### src/rtl/apb_traffic_light_slave_if.sv
`default_nettype none
// ============================================================================
// Module   : apb_traffic_light_slave_if
// Brief    : APB bus bundle between the master and the traffic-light slave.
//            PSLVERR exists only when APB_PSLVERR_EN is defined.
// Revision : 1.0 - initial release
// ============================================================================
interface apb_traffic_light_slave_if;
   logic        PSEL;
   logic        PENABLE;
   logic        PWRITE;
   logic [31:0] PADDR;
   logic [31:0] PWDATA;
   logic [31:0] PRDATA;
   logic        PREADY;
`ifdef APB_PSLVERR_EN
   logic        PSLVERR;
`endif

   modport master (
`ifdef APB_PSLVERR_EN
      input  PSLVERR,
`endif
      output PSEL, PENABLE, PWRITE, PADDR, PWDATA,
      input  PRDATA, PREADY
   );

   modport slave (
`ifdef APB_PSLVERR_EN
      output PSLVERR,
`endif
      input  PSEL, PENABLE, PWRITE, PADDR, PWDATA,
      output PRDATA, PREADY
   );
endinterface
`default_nettype wire

### src/rtl/apb_traffic_light_slave.sv
`default_nettype none
// ============================================================================
// Module   : apb_traffic_light_slave
// Brief    : APB completer with CTRL/duration registers driving a traffic-light
//            FSM. Define APB_PSLVERR_EN to enable PSLVERR on bad accesses.
// Revision : 1.0 - initial release
// ============================================================================
module apb_traffic_light_slave #(
   parameter int TIMER_W     = 16,
   parameter int PRESCALE    = 4,
   parameter int WAIT_STATES = 0,
   parameter int RST_RED     = 8,
   parameter int RST_GREEN   = 8,
   parameter int RST_YELLOW  = 2
) (
   input  wire                       PCLK,
   input  wire                       PRESET,
   apb_traffic_light_slave_if.slave  apb,
   output logic [2:0]                LIGHT
);

   localparam logic [1:0] c_RED    = 2'd0;
   localparam logic [1:0] c_GREEN  = 2'd1;
   localparam logic [1:0] c_YELLOW = 2'd2;
   localparam logic [1:0] c_BLINK  = 2'd3;

   localparam int               c_PW      = (PRESCALE > 1) ? $clog2(PRESCALE) : 1;
   localparam logic [c_PW-1:0]  c_PS_LAST = c_PW'(PRESCALE - 1);
   localparam logic [2:0]       c_WS      = 3'(WAIT_STATES);

   logic                w_access;
   logic                w_done;
   logic [2:0]          w_idx;
   logic [31:0]         w_rdata;
   logic [2:0]          r_wait_cnt;
   logic                r_pready;
   logic [31:0]         r_prdata;
   logic [1:0]          r_ctrl;
   logic [TIMER_W-1:0]  r_t_red;
   logic [TIMER_W-1:0]  r_t_green;
   logic [TIMER_W-1:0]  r_t_yellow;

   logic [1:0]          r_state;
   logic [1:0]          w_state_nxt;
   logic [TIMER_W-1:0]  r_cnt;
   logic [TIMER_W-1:0]  w_cnt_nxt;
   logic [c_PW-1:0]     r_presc;
   logic [c_PW-1:0]     w_presc_nxt;
   logic                r_blink_on;
   logic                w_blink_on_nxt;
   logic                w_tick;
   logic                w_unused;

   function automatic logic [TIMER_W-1:0] f_eff(input logic [TIMER_W-1:0] d);
      return (d == '0) ? TIMER_W'(1) : d;
   endfunction

   assign w_access = apb.PSEL & apb.PENABLE;
   assign w_idx    = apb.PADDR[4:2];
   // The PREADY cycle itself is never counted, so a held access restarts cleanly.
   assign w_done   = w_access & ~r_pready & (r_wait_cnt == c_WS);
   assign w_unused = ^{apb.PADDR[31:5], apb.PADDR[1:0], apb.PWDATA[31:TIMER_W]};

   always_comb begin
      w_rdata = '0;
      case (w_idx)
         3'd0:    w_rdata = {30'd0, r_ctrl};
         3'd1:    w_rdata = 32'(r_t_red);
         3'd2:    w_rdata = 32'(r_t_green);
         3'd3:    w_rdata = 32'(r_t_yellow);
         3'd4:    w_rdata = 32'({r_cnt, r_state});
         default: w_rdata = '0;
      endcase
   end

   always_ff @(posedge PCLK or negedge PRESET) begin
      if (!PRESET) begin
         r_wait_cnt <= '0;
         r_pready   <= 1'b0;
         r_prdata   <= '0;
      end else begin
         r_pready <= w_done;
         r_prdata <= (w_done && !apb.PWRITE) ? w_rdata : '0;
         if (w_access && !r_pready && !w_done)
            r_wait_cnt <= r_wait_cnt + 3'd1;
         else
            r_wait_cnt <= '0;
      end
   end

   always_ff @(posedge PCLK or negedge PRESET) begin
      if (!PRESET) begin
         r_ctrl     <= '0;
         r_t_red    <= TIMER_W'(RST_RED);
         r_t_green  <= TIMER_W'(RST_GREEN);
         r_t_yellow <= TIMER_W'(RST_YELLOW);
      end else if (w_done && apb.PWRITE) begin
         case (w_idx)
            3'd0:    r_ctrl     <= apb.PWDATA[1:0];
            3'd1:    r_t_red    <= apb.PWDATA[TIMER_W-1:0];
            3'd2:    r_t_green  <= apb.PWDATA[TIMER_W-1:0];
            3'd3:    r_t_yellow <= apb.PWDATA[TIMER_W-1:0];
            default: ;
         endcase
      end
   end

   assign apb.PREADY = r_pready;
   assign apb.PRDATA = r_prdata;

`ifdef APB_PSLVERR_EN
   logic r_pslverr;
   logic w_bad;

   assign w_bad = (w_idx > 3'd4) | (apb.PWRITE & (w_idx == 3'd4));

   always_ff @(posedge PCLK or negedge PRESET) begin
      if (!PRESET)
         r_pslverr <= 1'b0;
      else
         r_pslverr <= w_done & w_bad;
   end

   assign apb.PSLVERR = r_pslverr;
`else
   // Unmapped and read-only accesses complete with a normal PREADY only.
`endif

   always_ff @(posedge PCLK or negedge PRESET) begin
      if (!PRESET) begin
         r_state    <= c_RED;
         r_cnt      <= '0;
         r_presc    <= '0;
         r_blink_on <= 1'b0;
      end else begin
         r_state    <= w_state_nxt;
         r_cnt      <= w_cnt_nxt;
         r_presc    <= w_presc_nxt;
         r_blink_on <= w_blink_on_nxt;
      end
   end

   always_comb begin
      w_state_nxt    = r_state;
      w_cnt_nxt      = r_cnt;
      w_presc_nxt    = r_presc;
      w_blink_on_nxt = r_blink_on;
      w_tick         = (r_presc == c_PS_LAST);
      if (!r_ctrl[0]) begin
         w_state_nxt    = c_RED;
         w_cnt_nxt      = f_eff(r_t_red);
         w_presc_nxt    = '0;
         w_blink_on_nxt = 1'b0;
      end else if (r_ctrl[1] && (r_state != c_BLINK)) begin
         w_state_nxt    = c_BLINK;
         w_cnt_nxt      = f_eff(r_t_yellow);
         w_presc_nxt    = '0;
         w_blink_on_nxt = 1'b1;
      end else if (!r_ctrl[1] && (r_state == c_BLINK)) begin
         w_state_nxt    = c_RED;
         w_cnt_nxt      = f_eff(r_t_red);
         w_presc_nxt    = '0;
         w_blink_on_nxt = 1'b0;
      end else begin
         w_presc_nxt = w_tick ? '0 : r_presc + c_PW'(1);
         if (w_tick) begin
            if (r_cnt <= TIMER_W'(1)) begin
               case (r_state)
                  c_RED: begin
                     w_state_nxt = c_GREEN;
                     w_cnt_nxt   = f_eff(r_t_green);
                  end
                  c_GREEN: begin
                     w_state_nxt = c_YELLOW;
                     w_cnt_nxt   = f_eff(r_t_yellow);
                  end
                  c_YELLOW: begin
                     w_state_nxt = c_RED;
                     w_cnt_nxt   = f_eff(r_t_red);
                  end
                  default: begin
                     w_blink_on_nxt = ~r_blink_on;
                     w_cnt_nxt      = f_eff(r_t_yellow);
                  end
               endcase
            end else begin
               w_cnt_nxt = r_cnt - TIMER_W'(1);
            end
         end
      end
   end

   always_comb begin
      LIGHT = 3'b000;
      case (r_state)
         c_RED:    LIGHT = 3'b100;
         c_GREEN:  LIGHT = 3'b001;
         c_YELLOW: LIGHT = 3'b010;
         default:  LIGHT = r_blink_on ? 3'b010 : 3'b000;
      endcase
   end

endmodule
`default_nettype wire

### src/flat_wrapper.sv
// flat-port wrapper written by rule: the top's interface ports become plain ports
module apb_traffic_light_slave_flat 
#(
   parameter int TIMER_W     = 16,
   parameter int PRESCALE    = 4,
   parameter int WAIT_STATES = 0,
   parameter int RST_RED     = 8,
   parameter int RST_GREEN   = 8,
   parameter int RST_YELLOW  = 2
)
  (PCLK, PRESET, LIGHT, apb_PSEL, apb_PENABLE, apb_PWRITE, apb_PADDR, apb_PWDATA, apb_PRDATA, apb_PREADY);
  apb_traffic_light_slave_if apb_i ();
  input  wire PCLK;
  input  wire PRESET;
  output logic [2:0] LIGHT;
  input wire logic [$bits(apb_i.PSEL)-1:0] apb_PSEL;
  input wire logic [$bits(apb_i.PENABLE)-1:0] apb_PENABLE;
  input wire logic [$bits(apb_i.PWRITE)-1:0] apb_PWRITE;
  input wire logic [$bits(apb_i.PADDR)-1:0] apb_PADDR;
  input wire logic [$bits(apb_i.PWDATA)-1:0] apb_PWDATA;
  output wire logic [$bits(apb_i.PRDATA)-1:0] apb_PRDATA;
  output wire logic [$bits(apb_i.PREADY)-1:0] apb_PREADY;
  assign apb_i.PSEL = apb_PSEL;
  assign apb_i.PENABLE = apb_PENABLE;
  assign apb_i.PWRITE = apb_PWRITE;
  assign apb_i.PADDR = apb_PADDR;
  assign apb_i.PWDATA = apb_PWDATA;
  assign apb_PRDATA = apb_i.PRDATA;
  assign apb_PREADY = apb_i.PREADY;
  apb_traffic_light_slave #(.TIMER_W(TIMER_W), .PRESCALE(PRESCALE), .WAIT_STATES(WAIT_STATES), .RST_RED(RST_RED), .RST_GREEN(RST_GREEN), .RST_YELLOW(RST_YELLOW)) u_core (.PCLK(PCLK), .PRESET(PRESET), .apb(apb_i), .LIGHT(LIGHT));
endmodule
### config.mk
export PLATFORM = sky130hd
export DESIGN_NAME = apb_traffic_light_slave_flat
export DESIGN_NICKNAME = d
export VERILOG_FILES = /design/src/rtl/apb_traffic_light_slave_if.sv /design/src/rtl/apb_traffic_light_slave.sv /design/src/flat_wrapper.sv
export SDC_FILE = /design/constraint.sdc
export NUM_CORES = 1
export LEC_CHECK = 0
export CORE_MARGIN = 2
export CORE_UTILIZATION = 48
export DETAILED_ROUTE_END_ITERATION = 10
export GPL_ROUTABILITY_DRIVEN = 0
export PLACE_DENSITY_LB_ADDON = 0.3
export SLEW_MARGIN = 25
export SYNTH_ARGS = -nofsm -noshare
export SYNTH_HDL_FRONTEND = slang
export SYNTH_SLANG_ARGS = --single-unit
export TNS_END_PERCENT = 5
### constraint.sdc
create_clock -name PCLK -period 2.4 [get_ports PCLK]
set_input_delay 0.36 -clock PCLK [delete_from_list [all_inputs] [get_ports PCLK]]
set_output_delay 0.36 -clock PCLK [all_outputs]
set_load 0.02 [all_outputs]
* Word level (Yosys, flattened, before mapping) *
Cells that the tools add are included.

operators by class
  add/subtract/negate cells = 3
  $lt $le $gt $ge = 1
  eq/ne operators = 13
  muxes and demuxes = 30
  bitwise logic cells = 5
  reductions and logical operators = 23

operator list
  kind                                                                               count
  16-bit 2-to-1 mux                                                                  8
  18-bit one-hot mux with 5 select lines                                             1
  16-bit zero test                                                                   3
  16-bit one-hot mux with 2 select lines                                             1
  2-bit 2-to-1 mux                                                                   10
  18-bit 2-to-1 mux                                                                  1
  16-bit by 1-bit less-or-equal comparator with 1-bit output, second input constant  1
  16-bit by 1-bit subtractor with 16-bit output, second input constant               1
  4-bit inequality test, second input constant                                       3
  3-bit one-hot mux with 3 select lines                                              1
  2-bit AND reduction                                                                4
  2-bit equality test, second input constant                                         3
  3-bit by 2-bit equality test with 1-bit output, second input constant              2
  1-bit logical AND                                                                  6
  3-bit zero test                                                                    2
  1-bit 2-to-1 mux                                                                   6
  6-bit inequality test, second input constant                                       1
  2-bit one-hot mux with 3 select lines                                              1
  3-bit AND reduction                                                                2
  1-bit zero test                                                                    4
  3-bit by 1-bit adder with 3-bit output, second input constant                      1
  1-bit AND                                                                          3
  3-bit by 1-bit equality test with 1-bit output, second input constant              1
  3-bit equality test, second input constant                                         1
  other kinds (7)                                                                    8

storage, ports and cells
  flip-flop bits (word level) = 107
  bits of input ports = 69
  output and inout port bits = 36
  logic and storage cells = 86

* Longest topological paths before layout *
  depth after elaboration = 8
  depth in mapped cells = 9
  mapped depth without buffers = 8

* Worst setup path before layout *
Ideal clock, no wire load.

  path kind = reg-to-reg
  start point = register u_core.r_state[0]
  end point = register u_core.r_cnt[12]
  library setup time = 130 ps
  arrival = 1,920 ps
  required time = 2,270 ps
  slack = 350 ps
  stages on the path, launching flop included = 9
  buffers on the path = 2
  cells stage by stage = dfrtp_1 > inv_1 > ha_1 > clkbuf_1 > buf_1 > nor3b_1 > a221oi_1 > a22o_1 > o22ai_2

on the way
  cells in the longest elaborated chain, start to end = 7
  elaborated cells between the ends (all ways) = 13
  classes of those cells = 4 x eq/ne; 6 x mux; 3 x reduce/logical

RTL lines
  what                                                    line                            RTL
  start, declared                                         apb_traffic_light_slave.sv:43   logic [1:0] r_state;
  start signal, assigned                                  apb_traffic_light_slave.sv:131  r_state <= c_RED;
  start signal, assigned                                  apb_traffic_light_slave.sv:136  r_state <= w_state_nxt;
  2-bit equality test or 2-bit zero test (tied branches)  apb_traffic_light_slave.sv:168  case (r_state)
  16-bit one-hot mux with 2 select lines                  apb_traffic_light_slave.sv:168
  16-bit 2-to-1 mux                                       apb_traffic_light_slave.sv:167  if (r_cnt <= TIMER_W'(1)) begin
  16-bit 2-to-1 mux                                       apb_traffic_light_slave.sv:166  if (w_tick) begin
  16-bit 2-to-1 mux                                       apb_traffic_light_slave.sv:159  end else if (!r_ctrl[1] && (r_state == c_BLINK)) begin
  16-bit 2-to-1 mux                                       apb_traffic_light_slave.sv:154  end else if (r_ctrl[1] && (r_state != c_BLINK)) begin
  16-bit 2-to-1 mux                                       apb_traffic_light_slave.sv:149  if (!r_ctrl[0]) begin
  end signal, assigned                                    apb_traffic_light_slave.sv:137  r_cnt <= w_cnt_nxt;
  end, declared                                           apb_traffic_light_slave.sv:45   logic [TIMER_W-1:0] r_cnt;

Several ways; a longest one is shown, not always the timed one. The select of a mux whose other input is x is not followed.
A chain may end at the register's enable or synchronous reset.

* Worst setup path in the final report *
  start point = register u_core.r_t_green[4]
  end point = register u_core.r_cnt[9]

on the way
  cells in the longest elaborated chain, start to end = 8

RTL lines
  what                                    line                            RTL
  start, declared                         apb_traffic_light_slave.sv:40   logic [TIMER_W-1:0] r_t_green;
  start signal, assigned                  apb_traffic_light_slave.sv:95   r_t_green <= TIMER_W'(RST_GREEN);
  start signal, assigned                  apb_traffic_light_slave.sv:101  3'd2: r_t_green <= apb.PWDATA[TIMER_W-1:0];
  16-bit zero test                        apb_traffic_light_slave.sv:55   return (d == '0) ? TIMER_W'(1) : d;
  16-bit 2-to-1 mux                       apb_traffic_light_slave.sv:55
  16-bit one-hot mux with 2 select lines  apb_traffic_light_slave.sv:168
  16-bit 2-to-1 mux                       apb_traffic_light_slave.sv:167
  16-bit 2-to-1 mux                       apb_traffic_light_slave.sv:166
  16-bit 2-to-1 mux                       apb_traffic_light_slave.sv:159
  16-bit 2-to-1 mux                       apb_traffic_light_slave.sv:154
  16-bit 2-to-1 mux                       apb_traffic_light_slave.sv:149

Every way passes these cells. The select of a mux whose other input is x is not followed.

==> results <==
- CTS placed an instance of clkbuf_8 at the clock tree root.
- The number of global-route vias before repair was 4762.
- The reg-to-reg startpoint is u_core.r_t_green[4].
- The clock drives 93 sinks.
- Setup violations remaining at the end of the flow were counted as 1.
- The endpoint type of the worst setup path is a flip-flop.
- The area growth from synthesis to layout is 17.6%.
- The Yosys step of the flow raised 0 warnings.
- Summing the areas of all compound-gate instances in the mapped netlist gives 21.4% of the synthesized area.
- Summed over all nets, wire length on met3 after detailed routing comes to 2110 um.
- The area enclosed by the die boundary is 12100 um2.
- Counting the fill cells in the layout gives 939.
- Data arrives at the worst endpoint at 2.69 ns.
- The biggest cell delay along the critical path is 0.56 ns.
- The proportion of netlist area held by the largest area contributor is 41.7%.
- In the synthesized netlist the async set-or-reset flop fraction comes to 100%.
- The worst pin sits at a relative slew slack of 52.2%.
- The slew at the pin closest to its max-slew limit is 0.714 ns.
- The highest metal layer carrying signal wires in the routed design is met4.
- The die extent in x is 110 um.
- In the global route stage, overall resource usage came out at 28.8%.
- The net count of the finished layout is 662.
- The DRC violation count after routing is 0.
- The worst path uses 101% of the clock period.
- The number of instances in the placed design is 710.
- The share of cells above drive strength 1 is 21.0%.
- TritonCTS built the clock tree.
- Data on the critical path is required at its endpoint by 2.67 ns.
- The number of diodes is 0.
- The synthesized design contains 93 register bits.
- Buffers placed on the I/O ports in this run total 45.
- The analysis attributes to cell leakage a power of 2.64 nW.
- Once routing completed, OpenROAD measured the worst setup slack at -0.0193 ns.
- The average vias per placed instance is 6.74.
- The maximum clock path buffer count is 2.
- The final setup skew is 0.00986 ns.
- The slowest stage of the critical path belongs to the cell a2111oi_0.
- After synthesis, the most frequently instantiated cells are dfrtp_1, mux2_2, a22oi_1.
- The final critical delay including setup and external delays is 2.42 ns.
- Registers take 2330 um2.
- The critical hold path startpoint is u_core.r_presc[0].
- The main combinational cell family by area after synthesis is compound AO/OA/AOI/OAI gates.
- The final reports fail on setup timing.
- The post-synthesis average cell area is 10.5 um2.
- The proportion of synthesized chip area in sequential cells is 43.2%.
- After Yosys synthesis, full adders, half adders and majority gates account for 2.55% of the synthesized area.
- The cell area after synthesis is 5400 um2.
- After floorplanning, the core was divided into 38 placement rows.
- Summed over all nets, wire length on met2 after detailed routing comes to 7180 um.
- Wires add up to 16500 um.
- In the synthesized netlist, mux cells make up 11.4% of the area.
- The clock tree synthesis step divided the H-tree into 3 levels.
- The synthesized netlist devotes 13.6% of its cell area to simple gates.
- The number of primary I/O pins is 105.
- Walking the worst path, the cells encountered are nor4_1 -> a41oi_1 -> a2111oi_0 -> a2111oi_1 -> a211o_1.
- The initial detailed-routing violation count is 795.
- Once detailed placement completed, the half-perimeter wirelength came to 11900 um.
- The first global-routing pass estimated 25900 um of wire.
- The number of instances in the synthesized netlist is 516.
- IR analysis of the VDD net gives a maximum drop of 598 uV.
- The overall overflow remaining after global route is 0.
- The max-slew violation total from the final report is 0.
- The finished layout holds 727 standard cells, fillers aside.
- Among all flip-flop cells after synthesis, the most frequent one is dfrtp_1.
- The count of cell types in the netlist is 71.
- The initial core utilization is 49.6%.
- The largest driver fanout on the critical path is 4.
- By startpoint and endpoint, the worst setup path is classified as flip-flop to flip-flop.
- The areal power density over the cells is 945 nW/um2.
- The number of antenna violations at the first check in global routing is 0.
- Setup repair after global routing left no endpoint under its margin.
- In the final routing, the length of wire on met1 measures 6390 um.
- Based on the critical path, the design can be clocked at up to 413 MHz.
- The parity-gate share of the synthesized area counting xor and xnor cells is 1.30%.
- The most frequent cell after synthesis is dfrtp_1.
- The critical path contains buffers and inverters numbering 0 combined.
- The total area of multi-input combinational cells is 2780 um2.
- After synthesis, the cell types taking the most area are dfrtp_1, mux2_2, a22oi_1, ha_1, a21oi_1.
- In this run the worst setup path begins at u_core.r_t_green[4].
- dfrtp_1 takes more of the synthesized area than any other cell.
- The placeable core region is 10900 um2.
- The first-pass iteration count of the detailed router is 7.
- Clock latency on the worst-skew pair, taken at its later pin, is 0.38 ns.
- After clock tree synthesis, the clock-pin slew on the worst setup and hold paths is 0.09 ns.
- The cell type group with the largest total delay on the critical path is compound AO/OA/AOI/OAI gates.
- The number of CTS-inserted buffers is 9.
- The sort of element at the start of the critical path is a flip-flop.
- Max-cap violations in this run came to 0.
- In this run, synthesis inferred 0 flip-flops with an integrated enable.
- For this block, the via count after detailed routing is 4901.
- Once detail routing completed, the nets flagged for antenna violations numbered 0.
- The number of hold-slack violations in the final timing report is 0.
- Adding up every negative setup slack in the final design gives -0.0193 ns.
- The flow ran to the end, but the final reports show violations.
- The worst hold path belongs to the class flip-flop to flip-flop.
- Entering global routing, the biggest net connects 46 pins.
- The wire length per cell after detailed routing is 22.7 um.
- From bottom edge to top edge, the die measures 110 um.
[through the flow]
step	hold slack (ns)	power (mW)	util, %	area [um2]	worst slack (ns)
after floorplan	0.0644	3.98	-	5450	0.350
final	0.447	6.00	58.3	6350	-0.0193
after global routing	0.468	6.28	58.3	6350	0.00600
after global placement	0.400	4.77	56.4	6140	0.168
after detailed placement	0.408	4.84	56.4	6140	0.0980
after CTS	0.451	5.89	58.2	6340	0.0224
[cells by family (layout without fill, tap and decap cells)]
family          count (synthesis)  after routing
compound gates                159            159
xor+xnor                        8              8
fa+ha+maj                      11             11
buf+inv                        61            119
flops                          93             93
mux                            55             55
other cells                     1             14
simple gates                  128            128
[flip-flops by register name, indices dropped and copies added (netlist names)]
register           flops
u_core.apb.PRDATA     18
u_core.apb.PREADY      1
u_core.r_blink_on      1
u_core.r_cnt          16
u_core.r_ctrl          2
u_core.r_presc         2
u_core.r_state         2
u_core.r_t_green      16
u_core.r_t_red        16
u_core.r_t_yellow     16
u_core.r_wait_cnt      3
[final cells by class]
class                           instances  share of cell area [%]
Clock buffer                           10                    2.01
Clock inverter                          6                   0.985
Inverter                               14                   0.828
Multi-Input combinational cell        375                    43.8
Sequential cell                        93                    36.7
Tap cell                              140                    2.76
Timing Repair Buffer                   89                    12.9
[path summary, 6_finish.rpt]
check                                             to  slack [ns]  depth (start not counted)
worst max-delay path                 u_core.r_cnt[9]       -0.02                          5
worst min-delay path               u_core.r_presc[0]        0.45                          1
worst max register to register       u_core.r_cnt[9]       -0.02                          5
worst min register to register     u_core.r_presc[0]        0.45                          1
max in group asynchronous       u_core.r_t_yellow[1]        1.20                          3
min in group asynchronous         u_core.r_t_red[15]        0.52                          2
[cell usage in the layout, fill, tap and decap left out, types with 5 or more instances in the layout]
master | netlist | layout
a2111oi_0 | 7 | 6
nor4_1 | 12 | 12
a211oi_1 | 5 | 5
o211ai_1 | 5 | 5
a221oi_1 | 6 | 6
mux2_1 | 9 | 9
nand2_1 | 26 | 26
ha_1 | 11 | 10
mux2_2 | 42 | 42
a22oi_1 | 30 | 30
dfrtp_1 | 90 | 89
clkdlybuf4s50_1 | 0 | 44
o21ai_0 | 20 | 20
a21oi_1 | 23 | 23
nor2_1 | 23 | 23
nand3_1 | 10 | 10
nor3b_1 | 8 | 7
buf_4 | 15 | 41
a221o_1 | 8 | 8
o221ai_1 | 7 | 7
clkbuf_8 | 0 | 9
nor3_1 | 15 | 15
o21ai_1 | 5 | 5
o31ai_1 | 5 | 5
a31oi_1 | 5 | 5
conb_1 | 1 | 14
xnor2_1 | 6 | 6
inv_1 | 14 | 14
[power breakdown]
part | internal [mW] | switching, mW | leakage, nW | total [mW]
clock | 0.482 | 0.558 | 0.100 | 1.04
sequential | 1.87 | 0.486 | 1.22 | 2.36
combinational | 1.12 | 1.48 | 1.32 | 2.60
total | 3.47 | 2.53 | 2.64 | 6.00
[repair_timing]
action,CTS,global route
endpoints found under the setup margin,0,2
setup buffers,0,0
hold buffers,1,0
hold endpoints to repair,10,0
resized for setup,0,4
[worst reg2reg max path, cell delays in order, from the launching register on]
cell and delay, ns:
dfrtp_1 0.43, nor4_1 0.55, a41oi_1 0.38, a2111oi_0 0.56
a2111oi_1 0.12, a211o_1 0.26
[per-layer routing]
| metal | vias up | global-route usage [%] |
|---|---|---|
| met5 | - | 0 |
| li1 | 2093 | - |
| met4 | 0 | 14.1 |
| met1 | 2302 | 39.0 |
| met2 | 407 | 42.5 |
| met3 | 99 | 8.11 |
No activity file was read; power rests on OpenSTA's default activity.
